File: src/rtl/pulse_capture_pkg.sv
// Shared types and defaults for the pulse capture block.
package pulse_capture_pkg;

    localparam int unsigned CNT_W_DEF       = 24;
    localparam int unsigned SYNC_STAGES_DEF = 2;
    localparam logic [23:0] TIMEOUT_DEF     = 24'hFF_FFFF;

    typedef enum logic [2:0] {
        IDLE       = 3'd0,
        ARMED      = 3'd1,
        WAIT_PULSE = 3'd2,
        IN_PULSE   = 3'd3,
        DONE       = 3'd4
    } capState_t;

    // True while a capture is in progress (armed or timing).
    function automatic logic isBusyState(input capState_t s);
        return (s == ARMED) || (s == WAIT_PULSE) || (s == IN_PULSE);
    endfunction

endpackage

File: src/rtl/sync_edge.sv
// Multi-flop synchroniser followed by an edge register; emits one-cycle
// rise and fall strobes aligned to the synchronised level.
module sync_edge #(
    parameter int unsigned SYNC_STAGES = 2
) (
    input  logic iCLK,
    input  logic iRESETn,
    input  logic iIN,
    output logic oRISE,
    output logic oFALL
);

    logic [SYNC_STAGES-1:0] syncReg;
    logic                   edgeReg;

    generate
        for (genvar gi = 0; gi < SYNC_STAGES; gi++) begin : g_sync
            if (gi == 0) begin : g_first
                // First stage samples the asynchronous input.
                always_ff @(posedge iCLK or negedge iRESETn) begin
                    if (!iRESETn) syncReg[gi] <= 1'b0;
                    else          syncReg[gi] <= iIN;
                end
            end else begin : g_chain
                // Further stages let metastability settle.
                always_ff @(posedge iCLK or negedge iRESETn) begin
                    if (!iRESETn) syncReg[gi] <= 1'b0;
                    else          syncReg[gi] <= syncReg[gi-1];
                end
            end
        end
    endgenerate

    // Previous synchronised level for edge detection.
    always_ff @(posedge iCLK or negedge iRESETn) begin
        if (!iRESETn) edgeReg <= 1'b0;
        else          edgeReg <= syncReg[SYNC_STAGES-1];
    end

    assign oRISE = syncReg[SYNC_STAGES-1] & ~edgeReg;
    assign oFALL = ~syncReg[SYNC_STAGES-1] & edgeReg;

endmodule

File: src/rtl/pulse_capture.sv
// Trigger-to-pulse delay and pulse-width capture. Measures in iCLK cycles
// and holds the result until acknowledged.
// Build option PULSE_CAPTURE_AUTOARM_EN: acknowledge re-arms the capture
// directly instead of returning to idle.
module pulse_capture
    import pulse_capture_pkg::*;
#(
    parameter int unsigned      CNT_W       = CNT_W_DEF,
    parameter int unsigned      SYNC_STAGES = SYNC_STAGES_DEF,
    parameter logic [CNT_W-1:0] TIMEOUT     = CNT_W'(TIMEOUT_DEF)
) (
    input  logic             iCLK,
    input  logic             iRESETn,
    input  logic             iTRIG,
    input  logic             iPULSE,
    input  logic             iARM,
    input  logic             iACK,
    output logic             oBUSY,
    output logic             oVALID,
    output logic             oTIMEOUT,
    output logic [CNT_W-1:0] oDELAY,
    output logic [CNT_W-1:0] oWIDTH
);

    logic trigRise;
    logic unusedTrigFall;
    logic pulRise;
    logic pulFall;

    capState_t        stateReg,   stateNext;
    logic [CNT_W-1:0] cntReg,     cntNext;
    logic [CNT_W-1:0] delayReg,   delayNext;
    logic [CNT_W-1:0] widthReg,   widthNext;
    logic             timeoutReg, timeoutNext;

    logic [CNT_W-1:0] cntInc;
    logic [CNT_W-1:0] cntSat;
    logic             atLimit;

    // Both lines share the same synchroniser depth so latency cancels.
    sync_edge #(.SYNC_STAGES(SYNC_STAGES)) uTrigSync (
        .iCLK    (iCLK),
        .iRESETn (iRESETn),
        .iIN     (iTRIG),
        .oRISE   (trigRise),
        .oFALL   (unusedTrigFall)
    );

    sync_edge #(.SYNC_STAGES(SYNC_STAGES)) uPulseSync (
        .iCLK    (iCLK),
        .iRESETn (iRESETn),
        .iIN     (iPULSE),
        .oRISE   (pulRise),
        .oFALL   (pulFall)
    );

    // cntInc is the count including the current cycle; the timeout normally
    // stops the count first, saturation is a backstop against wrapping.
    assign cntInc  = cntReg + CNT_W'(1);
    assign cntSat  = (&cntReg) ? cntReg : cntInc;
    assign atLimit = (cntInc == TIMEOUT);

    // State, counter and held results.
    always_ff @(posedge iCLK or negedge iRESETn) begin
        if (!iRESETn) begin
            stateReg   <= IDLE;
            cntReg     <= '0;
            delayReg   <= '0;
            widthReg   <= '0;
            timeoutReg <= 1'b0;
        end else begin
            stateReg   <= stateNext;
            cntReg     <= cntNext;
            delayReg   <= delayNext;
            widthReg   <= widthNext;
            timeoutReg <= timeoutNext;
        end
    end

    // Next-state and measurement update; completing strobes win over timeout.
    always_comb begin
        stateNext   = stateReg;
        cntNext     = cntReg;
        delayNext   = delayReg;
        widthNext   = widthReg;
        timeoutNext = timeoutReg;

        case (stateReg)
            IDLE: begin
                if (iARM) stateNext = ARMED;
            end

            ARMED: begin
                if (trigRise) begin
                    cntNext = '0;
                    if (pulRise) begin
                        delayNext = '0;
                        stateNext = IN_PULSE;
                    end else begin
                        // A pulse already high is ignored until its next rise.
                        stateNext = WAIT_PULSE;
                    end
                end
            end

            WAIT_PULSE: begin
                if (pulRise) begin
                    delayNext = cntInc;
                    cntNext   = '0;
                    stateNext = IN_PULSE;
                end else if (atLimit) begin
                    delayNext   = TIMEOUT;
                    widthNext   = '0;
                    timeoutNext = 1'b1;
                    stateNext   = DONE;
                end else begin
                    cntNext = cntSat;
                end
            end

            IN_PULSE: begin
                if (pulFall) begin
                    widthNext   = cntInc;
                    timeoutNext = 1'b0;
                    stateNext   = DONE;
                end else if (atLimit) begin
                    widthNext   = TIMEOUT;
                    timeoutNext = 1'b1;
                    stateNext   = DONE;
                end else begin
                    cntNext = cntSat;
                end
            end

            DONE: begin
                if (iACK) begin
`ifdef PULSE_CAPTURE_AUTOARM_EN
                    stateNext = ARMED;
`else
                    stateNext = IDLE;
`endif
                end
            end

            default: begin
                stateNext = IDLE;
            end
        endcase
    end

    assign oBUSY    = isBusyState(stateReg);
    assign oVALID   = (stateReg == DONE);
    assign oTIMEOUT = timeoutReg;
    assign oDELAY   = delayReg;
    assign oWIDTH   = widthReg;

endmodule

File: config.mk
export PLATFORM = sky130hd
export DESIGN_NAME = pulse_capture
export DESIGN_NICKNAME = d
export VERILOG_FILES = /design/src/rtl/pulse_capture_pkg.sv /design/src/rtl/sync_edge.sv /design/src/rtl/pulse_capture.sv
export SDC_FILE = /design/constraint.sdc
export NUM_CORES = 1
export LEC_CHECK = 0
export CORE_UTILIZATION = 50
export DETAILED_ROUTE_END_ITERATION = 16
export GPL_TIMING_DRIVEN = 1
export PLACE_DENSITY_LB_ADDON = 0.1
export SYNTH_ARGS = -nofsm -noshare
export SYNTH_HDL_FRONTEND = slang
export SYNTH_SLANG_ARGS = --single-unit
File: constraint.sdc
create_clock -name iCLK -period 5.3 [get_ports iCLK]
set_input_delay 1.06 -clock iCLK [delete_from_list [all_inputs] [get_ports iCLK]]
set_output_delay 1.06 -clock iCLK [all_outputs]
set_load 0.1 [all_outputs]
==> results of run 1 <==
## Yosys cell counts (all sizes together), types with 8 or more instances
cell / count / area (µm²)
nor2: 42 / 158
dfrtp: 82 / 2050
a211o: 13 / 114
o211ai: 9 / 67.6
clkbuf: 25 / 93.8
a21oi: 21 / 105
o22a: 13 / 114
nor4: 8 / 65.1
a221o: 13 / 130
nand2: 34 / 128
nand2b: 8 / 50.1
xor2: 11 / 104
o21ai: 26 / 130
inv: 8 / 30.0
xnor2: 10 / 87.6
o21a: 13 / 97.6
nand3: 22 / 115
## area by class of cell
class | instances | area [µm²]
Clock inverter | 6 | 48.8
Multi-Input combinational cell | 301 | 1910
Timing Repair Buffer | 59 | 581
Tap cell | 102 | 128
Inverter | 8 | 30.0
Clock buffer | 10 | 138
Fill cell | 698 | 2960
Sequential cell | 82 | 2050
## metal layers
metal	up-vias	GRT usage	share of wire
met5	-	0	0
met1	1711	0.389	0.46
met2	142	0.411	0.46
met3	20	0.0411	0.059
li1	1613	-	-
met4	0	0.115	0.019
## report_power, final
| group | total, mW | internal [mW] | switching, mW |
|---|---|---|---|
| clock | 0.434 | 0.189 | 0.245 |
| combinational | 1.64 | 0.403 | 1.23 |
| sequential | 0.868 | 0.760 | 0.108 |
## logic make-up after synthesis
kind of cell,after synthesis,synth area share
fa+ha+maj,2,0.00608
flops,82,0.499
simple gates,151,0.189
xor+xnor,21,0.0465
buf+inv,40,0.0386
compound gates,127,0.221
## placed cells by master (no fill, tap or decap), drive strengths merged, types with 3 or more instances in the layout
cell type / count
a211o: 13
a21oi: 21
a221o: 13
a22oi: 5
and3: 5
buf: 4
clkbuf: 10
clkdlybuf4s50: 55
dfrtp: 82
inv: 11
nand2: 34
nand2b: 8
nand3: 22
nand4: 7
nor2: 42
nor2b: 5
nor3: 7
nor3b: 3
nor4: 8
o211ai: 9
o21a: 13
o21ai: 26
o22a: 13
or2: 3
xnor2: 10
xor2: 11
## metrics by stage
step	cell area, µm²	hold slack (ps)	power [mW]	instances	util
after CTS	4880	358	2.95	568	0.622
final	4880	357	2.94	568	0.622
after floorplan	4110	331	2.12	423	-
after global routing	4880	362	3.06	568	0.622
after detailed placement	4700	337	2.51	552	0.599
after global placement	4700	331	2.50	552	0.599
## state kept, by name, summed over array words and instances (netlist names)
signal,flops
uTrigSync.syncReg,2
cntReg,24
oDELAY,24
uPulseSync.edgeReg,1
uPulseSync.syncReg,2
uTrigSync.edgeReg,1
oTIMEOUT,1
stateReg,3
oWIDTH,24
## how the worst min path moves through the flow
stage | endpoint | slack (ps) | depth (start not counted) | start
CTS | uPulseSync.syncReg[1]$_DFF_PN0_ | 360 | 0 | uPulseSync.syncReg[0]$_DFF_PN0_
detailed placement | uPulseSync.syncReg[1]$_DFF_PN0_ | 340 | 0 | uPulseSync.syncReg[0]$_DFF_PN0_
floorplan | uPulseSync.syncReg[1]$_DFF_PN0_ | 330 | 0 | uPulseSync.syncReg[0]$_DFF_PN0_
global placement | uTrigSync.syncReg[1]$_DFF_PN0_ | 330 | 0 | uTrigSync.syncReg[0]$_DFF_PN0_
global route | uPulseSync.syncReg[1]$_DFF_PN0_ | 360 | 0 | uPulseSync.syncReg[0]$_DFF_PN0_
finish | uPulseSync.syncReg[1]$_DFF_PN0_ | 360 | 0 | uPulseSync.syncReg[0]$_DFF_PN0_
==> results.cfg, run 1 <==
[drt]
drcViolationCount = 0
routed-via-count = 3486
firstDrtPassIters = 6
postRouteAntennaNets = 0
routedWlPerCell_um = 19.0
drt-initial-drc-count = 314
wl_mm = 10.8
routed_via_density = 6.14

[cts]
cts_tree = done
path_clk_slew_ps = 90
cts_inserted_buffers = 9
htree_levels = 3
clockBufferDepth = 2
clk_latency_ps = 360
cts_root_buffer = clkbuf_8
post_cts_resized = 0
post_cts_buffers = 0
ctsHoldBuffers = 0
cts.sinks = 82

[global_routing]
grt_antenna_before_repair = 0
grt_first_pass_wirelength_mm = 17.6
grt_start_max_net_pins = 83
overflow = 0
grt_pass1_vias = 3340
grt_usage = 0.271

[setup_path]
reg2reg_depth = 9
critPathMaxFanout = 24
crit_path_start_kind = register
crit_chain = ha_1 > nand4_1 > nor4_1 > xnor2_1 > nand2_1 > nor4_1 > a21oi_1 > or3_1 > a221o_1
rrSetupSlack_ps = 1120
slowest_delay_ps = 760
cpMostUsedCell = nor4_1
endpoint_kind = register
path_class = register to register
slowest_stage = or3_1
cp-endpoint = oWIDTH[3]$_DFFE_PN0P_
arrival_ps = 4420
cp-startpoint = cntReg[0]$_DFFE_PN0P_
r2r_end = oWIDTH[3]$_DFFE_PN0P_
crit_buf_inv = 0
cp.depth = 9
rr_startpoint = cntReg[0]$_DFFE_PN0P_
crit_family = simple AND/OR/NAND/NOR gates
crit_required_ps = 5540

[floorplan]
initial_core_util = 0.524
core_mm2 = 0.00785
io_pins = 57
dieHeight_um = 92.7
rows = 32
dieArea_mm2 = 0.00859
die_width_um = 92.7

[synth]
synthCells = 423
ys.flop_type = dfrtp_1
yosysSeqAreaShare = 0.499
yosysWarningCount = 0
synth-seq-cells = 82
synth_edf_count = 0
syn_area_per_cell_um2 = 9.72
syn_area_mm2 = 0.00411
synth.distinct_cells = 50
async_reset_ff_frac = 1.00
synth_nets = 431

[timing]
fin_crit_sh = 0.788
setup-tns-final_ps = 0
finalSetupViolations = 0
finalCriticalPeriod_ps = 4180
hold_viol = 0
rsz0062_at_grt = no
fin_ws_ps = 1120
tightest_slew_ps = 1080
relSlewSlack = 0.279
fmaxAchievable_ghz = 0.239
skew_ps = 9.35
drv_slew = 0

[job]
drv_cap = 0

[placed_design]
place.gp.congestion = 0.911
port_buffers = 56
hpwl_mm = 7.36
pre_cts_ws_ps = 1220

[hold_path]
hp-class = register to register

[outcome]
outcome = completed

[final_layout]
area_growth_pct = 18.8
nets = 469
drive_gt1_frac = 0.0644
antenna_cells = 0

[pwr]
p_leak_nw = 2.19
irDropWorstVdd_mv = 0.519
cellPowerDensity_mw_per_mm2 = 602
No activity file was read; power rests on OpenSTA's default activity.
==> run 2: changes to the inputs <==
clock period = 4.3 ns   (was 5.3 ns; I/O delays follow)
==> results.cfg, run 2 (same netlist as run 1, synthesis figures left out) <==
[outcome]
outcome = completed

[drt]
drcViolationCount = 0
wl_mm = 10.7
routedWlPerCell_um = 18.7
routed_via_density = 6.13
routed-via-count = 3499
firstDrtPassIters = 7
drt-initial-drc-count = 245
postRouteAntennaNets = 0

[timing]
skew_ps = 15.5
fin_hold_ws_ps = 357
relSlewSlack = 0.287
fin_ws_ps = 276
setup-tns-final_ps = 0
rsz0062_at_grt = no
drv_slew = 0
fin_crit_sh = 0.936
finalSetupViolations = 0
fmaxAchievable_ghz = 0.248
tightest_slew_ps = 1070
finalCriticalPeriod_ps = 4020
hold_viol = 0

[cts]
path_clk_slew_ps = 90
cts_root_buffer = clkbuf_8
post_cts_resized = 0
post_cts_buffers = 0
cts.sinks = 82
clk_latency_ps = 360
cts_inserted_buffers = 9
ctsHoldBuffers = 0
clockBufferDepth = 2
htree_levels = 3
cts_tree = done

[global_routing]
grt_antenna_before_repair = 0
grt_pass1_vias = 3316
grt_usage = 0.267
overflow = 0
grt_first_pass_wirelength_mm = 17.5
grt_start_max_net_pins = 83

[setup_path]
cp-endpoint = oWIDTH[3]$_DFFE_PN0P_
endpoint_kind = register
cp-startpoint = cntReg[0]$_DFFE_PN0P_
path_class = register to register
crit_required_ps = 4540
arrival_ps = 4260
crit_path_start_kind = register
reg2reg_depth = 9
rrSetupSlack_ps = 280
r2r_end = oWIDTH[3]$_DFFE_PN0P_
critPathMaxFanout = 24
rr_startpoint = cntReg[0]$_DFFE_PN0P_

[floorplan]
io_pins = 57
dieArea_mm2 = 0.00859
initial_core_util = 0.524
rows = 32
core_mm2 = 0.00785
die_width_um = 92.7
dieHeight_um = 92.7

[final_layout]
area_growth_pct = 20.4
final_common_cell = dfrtp_1
final_cells = 571
fin_area_mm2 = 0.00495
nets = 472
mostFrequentLayoutCells = dfrtp_1, clkdlybuf4s50_1, nor2_1, nand2_1, o21ai_0
antenna_cells = 0
drive_gt1_frac = 0.0704
fin_util = 0.631

[placed_design]
placed_area_mm2 = 0.00472
place.gp.congestion = 0.936
port_buffers = 56
hpwl_mm = 7.31
dp.cells = 555
pre_cts_ws_ps = 350

[pwr]
cellPowerDensity_mw_per_mm2 = 752
report.power.total_mw = 3.72
irDropWorstVdd_mv = 0.640
p_leak_nw = 2.22

[job]
drv_cap = 0

[hold_path]
hp-class = register to register
-- run 2: worst min path at each step --
stage	start	end	slack (ps)	cells after the start
floorplan	uPulseSync.syncReg[0]$_DFF_PN0_	uPulseSync.syncReg[1]$_DFF_PN0_	330	0
global placement	uPulseSync.syncReg[0]$_DFF_PN0_	uPulseSync.syncReg[1]$_DFF_PN0_	330	0
detailed placement	uPulseSync.syncReg[0]$_DFF_PN0_	uPulseSync.syncReg[1]$_DFF_PN0_	340	0
CTS	uPulseSync.syncReg[0]$_DFF_PN0_	uPulseSync.syncReg[1]$_DFF_PN0_	360	0
global route	uPulseSync.syncReg[0]$_DFF_PN0_	uPulseSync.syncReg[1]$_DFF_PN0_	360	0
finish	uPulseSync.syncReg[0]$_DFF_PN0_	uPulseSync.syncReg[1]$_DFF_PN0_	360	0
-- run 2: layer usage --
layer / global-route usage / routed length (µm) / up-vias
li1: - / - / 1616
met1: 0.374 / 5020 / 1733
met2: 0.404 / 4910 / 130
met3: 0.0534 / 539 / 20
met4: 0.113 / 227 / 0
met5: 0 / 0 / -
-- run 2: cell type report --
cell class                      count  area [µm²]
Clock buffer                       11         141
Timing Repair Buffer               62         603
Multi-Input combinational cell    301        1910
Fill cell                         649        2900
Tap cell                          102         128
Inverter                            8        30.0
Clock inverter                      5        85.1
Sequential cell                    82        2050
-- run 2: worst max-delay path: stages (launching register included) --
cell and delay (ps):
dfrtp_1 460, ha_1 280, nand4_1 340, nor4_1 420, xor2_1 480, nand2_1 120
nor4_1 490, a21oi_1 130, or3_2 750, a221o_1 430
-- run 2: power breakdown --
group          switching (mW)  total, mW  internal [mW]
Clock                   0.287      0.634          0.346
Combinational            1.52       2.02          0.499
Sequential              0.135       1.07          0.937
==> run 3: changes to the inputs <==
HOLD_SLACK_MARGIN = 0.1   (was not set)
==> results of run 3 <==
The final DEF is identical to that of run 2; final timing and power are the same.
